$ cat config.mk
export PLATFORM = sky130hd
export DESIGN_NAME = slug_board_io
export DESIGN_NICKNAME = d
export VERILOG_FILES = /design/src/rtl/slug_io_pkg.sv /design/src/rtl/slug_board_io_debounce.sv /design/src/rtl/slug_board_io.sv
export SDC_FILE = /design/constraint.sdc
export NUM_CORES = 1
export LEC_CHECK = 0
export BUFFER_PORTS_ARGS = -buffer_cell sky130_fd_sc_hd__clkbuf_2
export CORE_MARGIN = 2
export CORE_UTILIZATION = 60
export CTS_BUF_LIST = sky130_fd_sc_hd__clkbuf_2
export DETAILED_ROUTE_END_ITERATION = 12
export PLACE_DENSITY = 0.83
export REMOVE_ABC_BUFFERS = 1
export SLEW_MARGIN = 40
export SYNTH_ARGS = -nofsm -noshare
export SYNTH_HDL_FRONTEND = slang
export SYNTH_SLANG_ARGS = --single-unit
$ cat constraint.sdc
create_clock -name clk -period 4.5 [get_ports clk]
set_input_delay 0.225 -clock clk [delete_from_list [all_inputs] [get_ports clk]]
set_output_delay 0.225 -clock clk [all_outputs]
set_load 0.03 [all_outputs]
$ cat src/rtl/slug_io_pkg.sv
// slug_board_io shared constants: port word field offsets
// and parameter limits for the board I/O block.
package slug_io_pkg;

  localparam int BTN_LVL_LSB    = 0;
  localparam int BTN_STICKY_LSB = 8;
  localparam int SW_LSB         = 16;
  localparam int LED_DUTY_LSB   = 8;
  localparam int STICKY_CLR_BIT = 31;

  localparam int MAX_LED        = 8;
  localparam int MAX_BTN        = 8;
  localparam int MAX_SW         = 8;
  localparam int MAX_PWM_BITS   = 8;
  localparam int MIN_DEBOUNCE   = 2;

endpackage

$ cat src/rtl/slug_board_io_debounce.sv
// slug_debounce: one-bit two-flop synchronizer followed by
// a consecutive-cycle debouncer.
import slug_io_pkg::*;

module slug_debounce #(
  parameter int DEBOUNCE_CYCLES = 100000
) (
  input  logic i_clk,
  input  logic i_rst,
  input  logic i_raw,
  output logic o_level
);

  localparam int CW = $clog2(DEBOUNCE_CYCLES + 1);

  logic          r_s1;
  logic          r_s2;
  logic          r_lvl;
  logic [CW-1:0] r_cnt;
  logic [CW-1:0] w_cnt_nxt;

  assign w_cnt_nxt = r_cnt + CW'(1);
  assign o_level   = r_lvl;

  // Synchronize, then flip the level once the input has
  // disagreed for DEBOUNCE_CYCLES samples in a row.
  always_ff @(posedge i_clk or posedge i_rst) begin
    if (i_rst) begin
      r_s1  <= 1'b0;
      r_s2  <= 1'b0;
      r_lvl <= 1'b0;
      r_cnt <= '0;
    end else begin
      r_s1 <= i_raw;
      r_s2 <= r_s1;
      if (r_s2 == r_lvl) begin
        r_cnt <= '0;
      end else if (w_cnt_nxt >= CW'(DEBOUNCE_CYCLES)) begin
        r_lvl <= r_s2;
        r_cnt <= '0;
      end else begin
        r_cnt <= w_cnt_nxt;
      end
    end
  end

endmodule

$ cat src/rtl/slug_board_io.sv
// slug_board_io: buttons, switches and LEDs behind a CPU
// port pair. Optional LED PWM under SLUG_IO_PWM_EN.
import slug_io_pkg::*;

module slug_board_io #(
  parameter int N_LED           = 4,
  parameter int N_BTN           = 4,
  parameter int N_SW            = 4,
  parameter int DEBOUNCE_CYCLES = 100000,
  parameter int PWM_BITS        = 8
) (
  input  logic             clk,
  input  logic             rst,
  input  logic [31:0]      port_out,
  output logic [31:0]      port_in,
  output logic [N_LED-1:0] led,
  input  logic [N_BTN-1:0] btn,
  input  logic [N_SW-1:0]  sw
);

  logic [N_BTN-1:0] w_lvl;
  logic [N_BTN-1:0] r_lvl_d;
  logic [N_BTN-1:0] r_sticky;
  logic [N_BTN-1:0] w_rise;
  logic [N_SW-1:0]  r_sw1;
  logic [N_SW-1:0]  r_sw2;
  logic             r_clr_d;
  logic             w_clr;
  logic             w_unused;

  for (genvar g = 0; g < N_BTN; g++) begin : g_btn
    slug_debounce #(
      .DEBOUNCE_CYCLES(DEBOUNCE_CYCLES)
    ) u_db (
      .i_clk  (clk),
      .i_rst  (rst),
      .i_raw  (btn[g]),
      .o_level(w_lvl[g])
    );
  end

  assign w_rise   = w_lvl & ~r_lvl_d;
  assign w_clr    = port_out[STICKY_CLR_BIT] & ~r_clr_d;
  assign w_unused = ^port_out;

  // Sticky press bits; a new press beats a same-cycle clear.
  always_ff @(posedge clk or posedge rst) begin
    if (rst) begin
      r_lvl_d  <= '0;
      r_sticky <= '0;
      r_clr_d  <= 1'b0;
    end else begin
      r_lvl_d  <= w_lvl;
      r_clr_d  <= port_out[STICKY_CLR_BIT];
      r_sticky <= (r_sticky & ~{N_BTN{w_clr}}) | w_rise;
    end
  end

  // Two-flop switch synchronizer.
  always_ff @(posedge clk or posedge rst) begin
    if (rst) begin
      r_sw1 <= '0;
      r_sw2 <= '0;
    end else begin
      r_sw1 <= sw;
      r_sw2 <= r_sw1;
    end
  end

  // Assemble the CPU input word; unused bits read as 0.
  always_comb begin
    port_in = '0;
    port_in[BTN_LVL_LSB +: N_BTN]    = w_lvl;
    port_in[BTN_STICKY_LSB +: N_BTN] = r_sticky;
    port_in[SW_LSB +: N_SW]          = r_sw2;
  end

`ifdef SLUG_IO_PWM_EN
  logic [PWM_BITS-1:0] r_pwm;
  logic [PWM_BITS-1:0] w_duty;
  logic                w_on;

  assign w_duty = port_out[LED_DUTY_LSB +: PWM_BITS];
  assign w_on   = (r_pwm < w_duty) || (w_duty == '1);

  // Free-running PWM phase and registered LED drive.
  always_ff @(posedge clk or posedge rst) begin
    if (rst) begin
      r_pwm <= '0;
      led   <= '0;
    end else begin
      r_pwm <= r_pwm + PWM_BITS'(1);
      led   <= port_out[N_LED-1:0] & {N_LED{w_on}};
    end
  end
`else
  // LEDs follow the enable bits, registered.
  always_ff @(posedge clk or posedge rst) begin
    if (rst) begin
      led <= '0;
    end else begin
      led <= port_out[N_LED-1:0];
    end
  end
`endif

endmodule

# ---- Yosys cells after proc, flatten, opt, wreduce, memory -nomap -nowiden
# Index checks and enable logic that the tools add are counted.
dict set report word_totals {
  n_memories 0
  in_bits 42
  mem_bits_rw 0
  latch_bits 0
  rom_bits 0
  reg_bits 101
}
dict set report classes {
  bitwise_logic 11
  muxes 8
  shift 0
  reduce_logical 4
  n_eq_ne 4
  div_mod_pow 0
  n_lt_le_gt_ge 4
  multipliers 0
  n_addsub 4
}
# op count
set op_table {}
lappend op_table {{$mux W17} 8}
lappend op_table {{$add A17 B1 Y17 const B} 4}
lappend op_table {{$ge A17 B17 Y1 const B} 4}
lappend op_table {{$and A4 B4 Y4} 2}
lappend op_table {{$not A4 Y4} 2}
lappend op_table {{$reduce_and A2 Y1} 4}
lappend op_table {{$not A1 Y1} 5}
lappend op_table {{$eq A1 B1 Y1} 4}
lappend op_table {{$or A4 B4 Y4} 1}
lappend op_table {{$and A1 B1 Y1} 1}

# ---- Logic depth before layout (Yosys ltp)
dict set report depth {
  ltp_word 5
  mapped_depth 9
  depth_no_buf 7
}

# ---- Modules after synthesis
# Synthesis repeated with hierarchy kept, for this count alone.
dict set report hier_totals {
  cells_unflattened 528
  area_unflattened_um2 5336.4
}
# mod seq_area_each_um2 n_inst area_per_inst_um2 cells_per_inst
set by_module_without_submodules {}
lappend by_module_without_submodules {slug_debounce 500.5 4 1147.4 119}
lappend by_module_without_submodules {slug_board_io 525.5 1 747.0 52}

# ---- Least setup slack after synthesis
# Ideal clock, no wire load.
dict set report synth_timing {
  path_kind {register to register}
  from {register g_btn[2].u_db.r_cnt[0]}
  to {register g_btn[2].u_db.r_lvl}
  path_slack_ps 2262
  stages_incl_launch_ff 8
  t_arrival_ps 2113
  required_ps 4375
  period_less_slack_ps 2238
  setup_time_ps 125
  path_cell_list {dfrtp_1 > ha_1 > nand4_4 > mux2i_1 > a2111oi_2 > o221ai_1 > a21boi_4 > mux2_4}
}
dict set report synth_between {
  elab_chain_len 3
}
# item line_no
set synth_rtl {}
lappend synth_rtl {{start: declaration} slug_board_io_debounce.sv:19} ;# logic [CW-1:0] r_cnt;
lappend synth_rtl {{start signal: assignment} slug_board_io_debounce.sv:42} ;# r_cnt <= w_cnt_nxt;
lappend synth_rtl {{$add A17 B1 Y17} slug_board_io_debounce.sv:22} ;# assign w_cnt_nxt = r_cnt + CW'(1);
lappend synth_rtl {{$ge A17 B17 Y1} slug_board_io_debounce.sv:38} ;# end else if (w_cnt_nxt >= CW'(DEBOUNCE_CYCLES)) begin
lappend synth_rtl {{$reduce_and A2 Y1 (no source line)} -}
lappend synth_rtl {{end signal: assignment} slug_board_io_debounce.sv:39} ;# r_lvl <= r_s2;
lappend synth_rtl {{end: declaration} slug_board_io_debounce.sv:18} ;# logic r_lvl;
# No other way between the ends.
# A chain may end at the register's enable or synchronous reset.

# ---- Final worst setup path
# Same ends and word-level chain as after synthesis.

==> results.py <==
metrics = {
    "layout": {
        "stdcell_area_mm2": 0.00589,
        "fillers": 728,
        "syn_to_final_growth_pct": 5.84,
        "seq_area_mm2": 0.00253,
        "layout-drive-gt1-share_pct": 16.1,
        "multi_input_area_mm2": 0.00275,
        "fin_nets": 618,
        "instances_no_fill": 684,
    },
    "setup_path": {
        "reg2regPathDepth": 7,
        "reg2reg_from": "g_btn[2].u_db.r_cnt[0]$_DFF_PP0_",
        "worst-path-max-fanout": 16,
        "cp-startpoint": "g_btn[2].u_db.r_cnt[0]$_DFF_PP0_",
        "cp-end-kind": "flip-flop",
        "crit_path_start_kind": "flip-flop",
        "cp.arrival_ps": 3270,
        "r2r_end": "g_btn[2].u_db.o_level$_DFFE_PP0P_",
        "path_class": "flip-flop to flip-flop",
        "crit_required_ps": 4980,
        "cp-endpoint": "g_btn[2].u_db.o_level$_DFFE_PP0P_",
        "r2r_slack_ps": 1710,
    },
    "timing": {
        "max_slew.worst_pin.slew_ps": 769,
        "rsz0062_at_grt": "no",
        "slew_headroom_pct": 48.1,
        "min_period_ps": 2790,
        "hold_viol": 0,
        "tns_ps": 0,
        "slew_violations": 0,
        "fmax_mhz": 358,
        "finalSetupViolCount": 0,
        "worst_clock_skew_ps": 18.6,
        "fin_crit_sh_pct": 62.0,
    },
    "die": {
        "ios": 78,
        "rows": 35,
        "dieArea_mm2": 0.0101,
        "start_util_pct": 61.1,
        "die_h_um": 100,
        "die_width_um": 100,
        "core_mm2": 0.00911,
    },
    "synthesis": {
        "synth_area_mm2": 0.00557,
        "yosysWarnings": 0,
        "ys_seq_area_share_pct": 45.4,
        "ys_async_sr_fraction_pct": 100,
        "syn_inst": 537,
        "ys.flop_type": "dfrtp_1",
        "synth.area.top_cells": "dfrtp_1 (45%), xnor2_1 (5.3%), xor2_1 (4.6%), buf_4 (3.6%), nor3_1 (3.1%)",
        "synth_common_cells": "dfrtp_1 (101), nor2_1 (38), nor3_1 (34), xnor2_1 (34), nand2_1 (31)",
        "synth.top_cell.area_share_pct": 45.4,
        "ys_seq_elements": 101,
        "yosysUniqueCellTypes": 72,
        "synth_top_area_cell": "dfrtp_1",
        "avgSynthCellArea_um2": 10.4,
        "synthMostInstantiatedCell": "dfrtp_1",
        "synth-edff-count": 0,
    },
    "global_route": {
        "grt_pass1_wl_mm": 17.2,
        "gr-total-overflow": 0,
        "grt_pass1_vias": 3788,
        "grt_start_max_net_pins": 66,
        "antenna_found_initial": 1,
        "grt_usage_pct": 21.2,
    },
    "clocking": {
        "cts.clk_slew.worst_paths_ps": 260,
        "cts_resized": 0,
        "ctsHtreeMaxLevel": 3,
        "cts_tree": "done",
        "numCtsBuffers": 9,
        "cts.sinks": 101,
        "clkLatencyLatePin_ps": 550,
        "cts_buffer_depth": 2,
        "cts-root-buf": "clkbuf_2",
    },
    "job": {
        "cap_violations": 0,
    },
    "route": {
        "drt-initial-drc-count": 165,
        "drc": 0,
        "detail-route-antenna-nets": 0,
        "vias_per_cell": 5.85,
        "wirelength_mm": 10.0,
        "dr.pass1.iters": 4,
        "wl_per_cell_um": 14.7,
        "num_vias": 3999,
    },
    "place": {
        "placed_cell_area_mm2": 0.00565,
        "io_buffers": 30,
        "place_inst": 654,
        "gp_congestion": 0.849,
        "place_hpwl_mm": 6.83,
    },
    "power": {
        "p_leak_nw": 2.44,
        "ir_drop_mv": 0.199,
        "pwr_density_cell_mw_per_mm2": 250,
    },
    "outcome": {
        "outcome": "finished, final reports clean",
    },
    "hold_path": {
        "hold_class": "input port to asynchronous set/reset pin",
    },
}
## layout make-up
type / count / area share [%]
Inverter: 18 / 1.23
Sequential cell: 101 / 42.9
Timing Repair Buffer: 47 / 5.31
Multi-Input combinational cell: 391 / 46.7
Antenna cell: 1 / 0.0425
Clock buffer: 9 / 0.764
Tap cell: 111 / 2.36
Clock inverter: 6 / 0.680
## worst max-delay path, stage by stage (launching register included)
cell and delay (ps):
dfrtp_1 480, ha_1 360, nand4_4 190, mux2i_1 170, a2111oi_2 380, o221ai_1 240, a21boi_4 560, mux2_4 350
## power breakdown
part           switching [mW]  internal, mW
sequential             0.0342         0.938
combinational          0.0929        0.0427
clock                   0.294        0.0709
## worst min path at each step
stage	end	from	cells past startpoint	slack, ps
final	r_sw1[3]$_DFF_PP0_	rst	3	250
after floorplan	g_btn[0].u_db.r_s1$_DFF_PP0_	btn[0]	0	260
after CTS	led[0]$_DFF_PP0_	port_out[0]	2	240
after detailed placement	led[2]$_DFF_PP0_	port_out[2]	1	330
after global routing	r_sticky[0]$_DFF_PP0_	rst	3	230
after global placement	g_btn[3].u_db.r_s2$_DFF_PP0_	g_btn[3].u_db.r_s1$_DFF_PP0_	0	330
## what timing repair did
item / 4_1_cts / 5_1_grt
buffers inserted: 0 / 0
endpoints found under the hold margin: 77 / 0
hold buffers: 14 / 0
## sequential cells by signal, indices dropped and copies added, names as in the netlist
| name | flops |
|---|---|
| g_btn.u_db.r_s2 | 4 |
| g_btn.u_db.o_level | 4 |
| r_clr_d | 1 |
| g_btn.u_db.r_s1 | 4 |
| g_btn.u_db.r_cnt | 68 |
| r_sticky | 4 |
| r_lvl_d | 4 |
| r_sw2 | 4 |
| led | 4 |
| r_sw1 | 4 |
## cells by family after synthesis
kind of cell	synth area share (%)
DFF	45.4
buffers and inverters	6.70
adders and majority gates	1.80
muxes	1.98
xor gates and xnor gates	9.91
other	0.0674
and+or+nand+nor	24.4
AOI/OAI and AO/OA	9.73
## per-stage QoR
stage | util [%] | power, mW | hold slack, ps | worst slack [ps]
2_1_floorplan | - | 1.08 | 256 | 1630
3_3_place_gp | 62.0 | 1.11 | 333 | 1800
3_5_place_dp | 62.1 | 1.11 | 335 | 1730
4_1_cts | 64.5 | 1.49 | 242 | 1690
5_1_grt | 64.7 | 1.55 | 230 | 1560
6_report | 64.7 | 1.47 | 246 | 1710
## cells in the final DEF (no fill, tap or decap), types with 12 or more instances in the layout
cell type / instances
nor3_2: 12
nand2_1: 31
inv_1: 17
nand4_1: 15
dfrtp_1: 101
nor3_1: 34
nor2_1: 38
nand3_1: 20
dlygate4sd3_1: 14
xnor2_1: 33
a21oi_1: 16
clkbuf_2: 39
conb_1: 20
xor2_1: 29
## metal layers
metal	vias to the layer above	GRT usage (%)	wire length [µm]
li1	1931	-	-
met1	1954	28.2	4610
met2	99	34.7	4900
met3	15	4.53	373
met4	0	7.06	158
met5	-	0	0
Note: power is estimated with default switching activity, not from simulation.
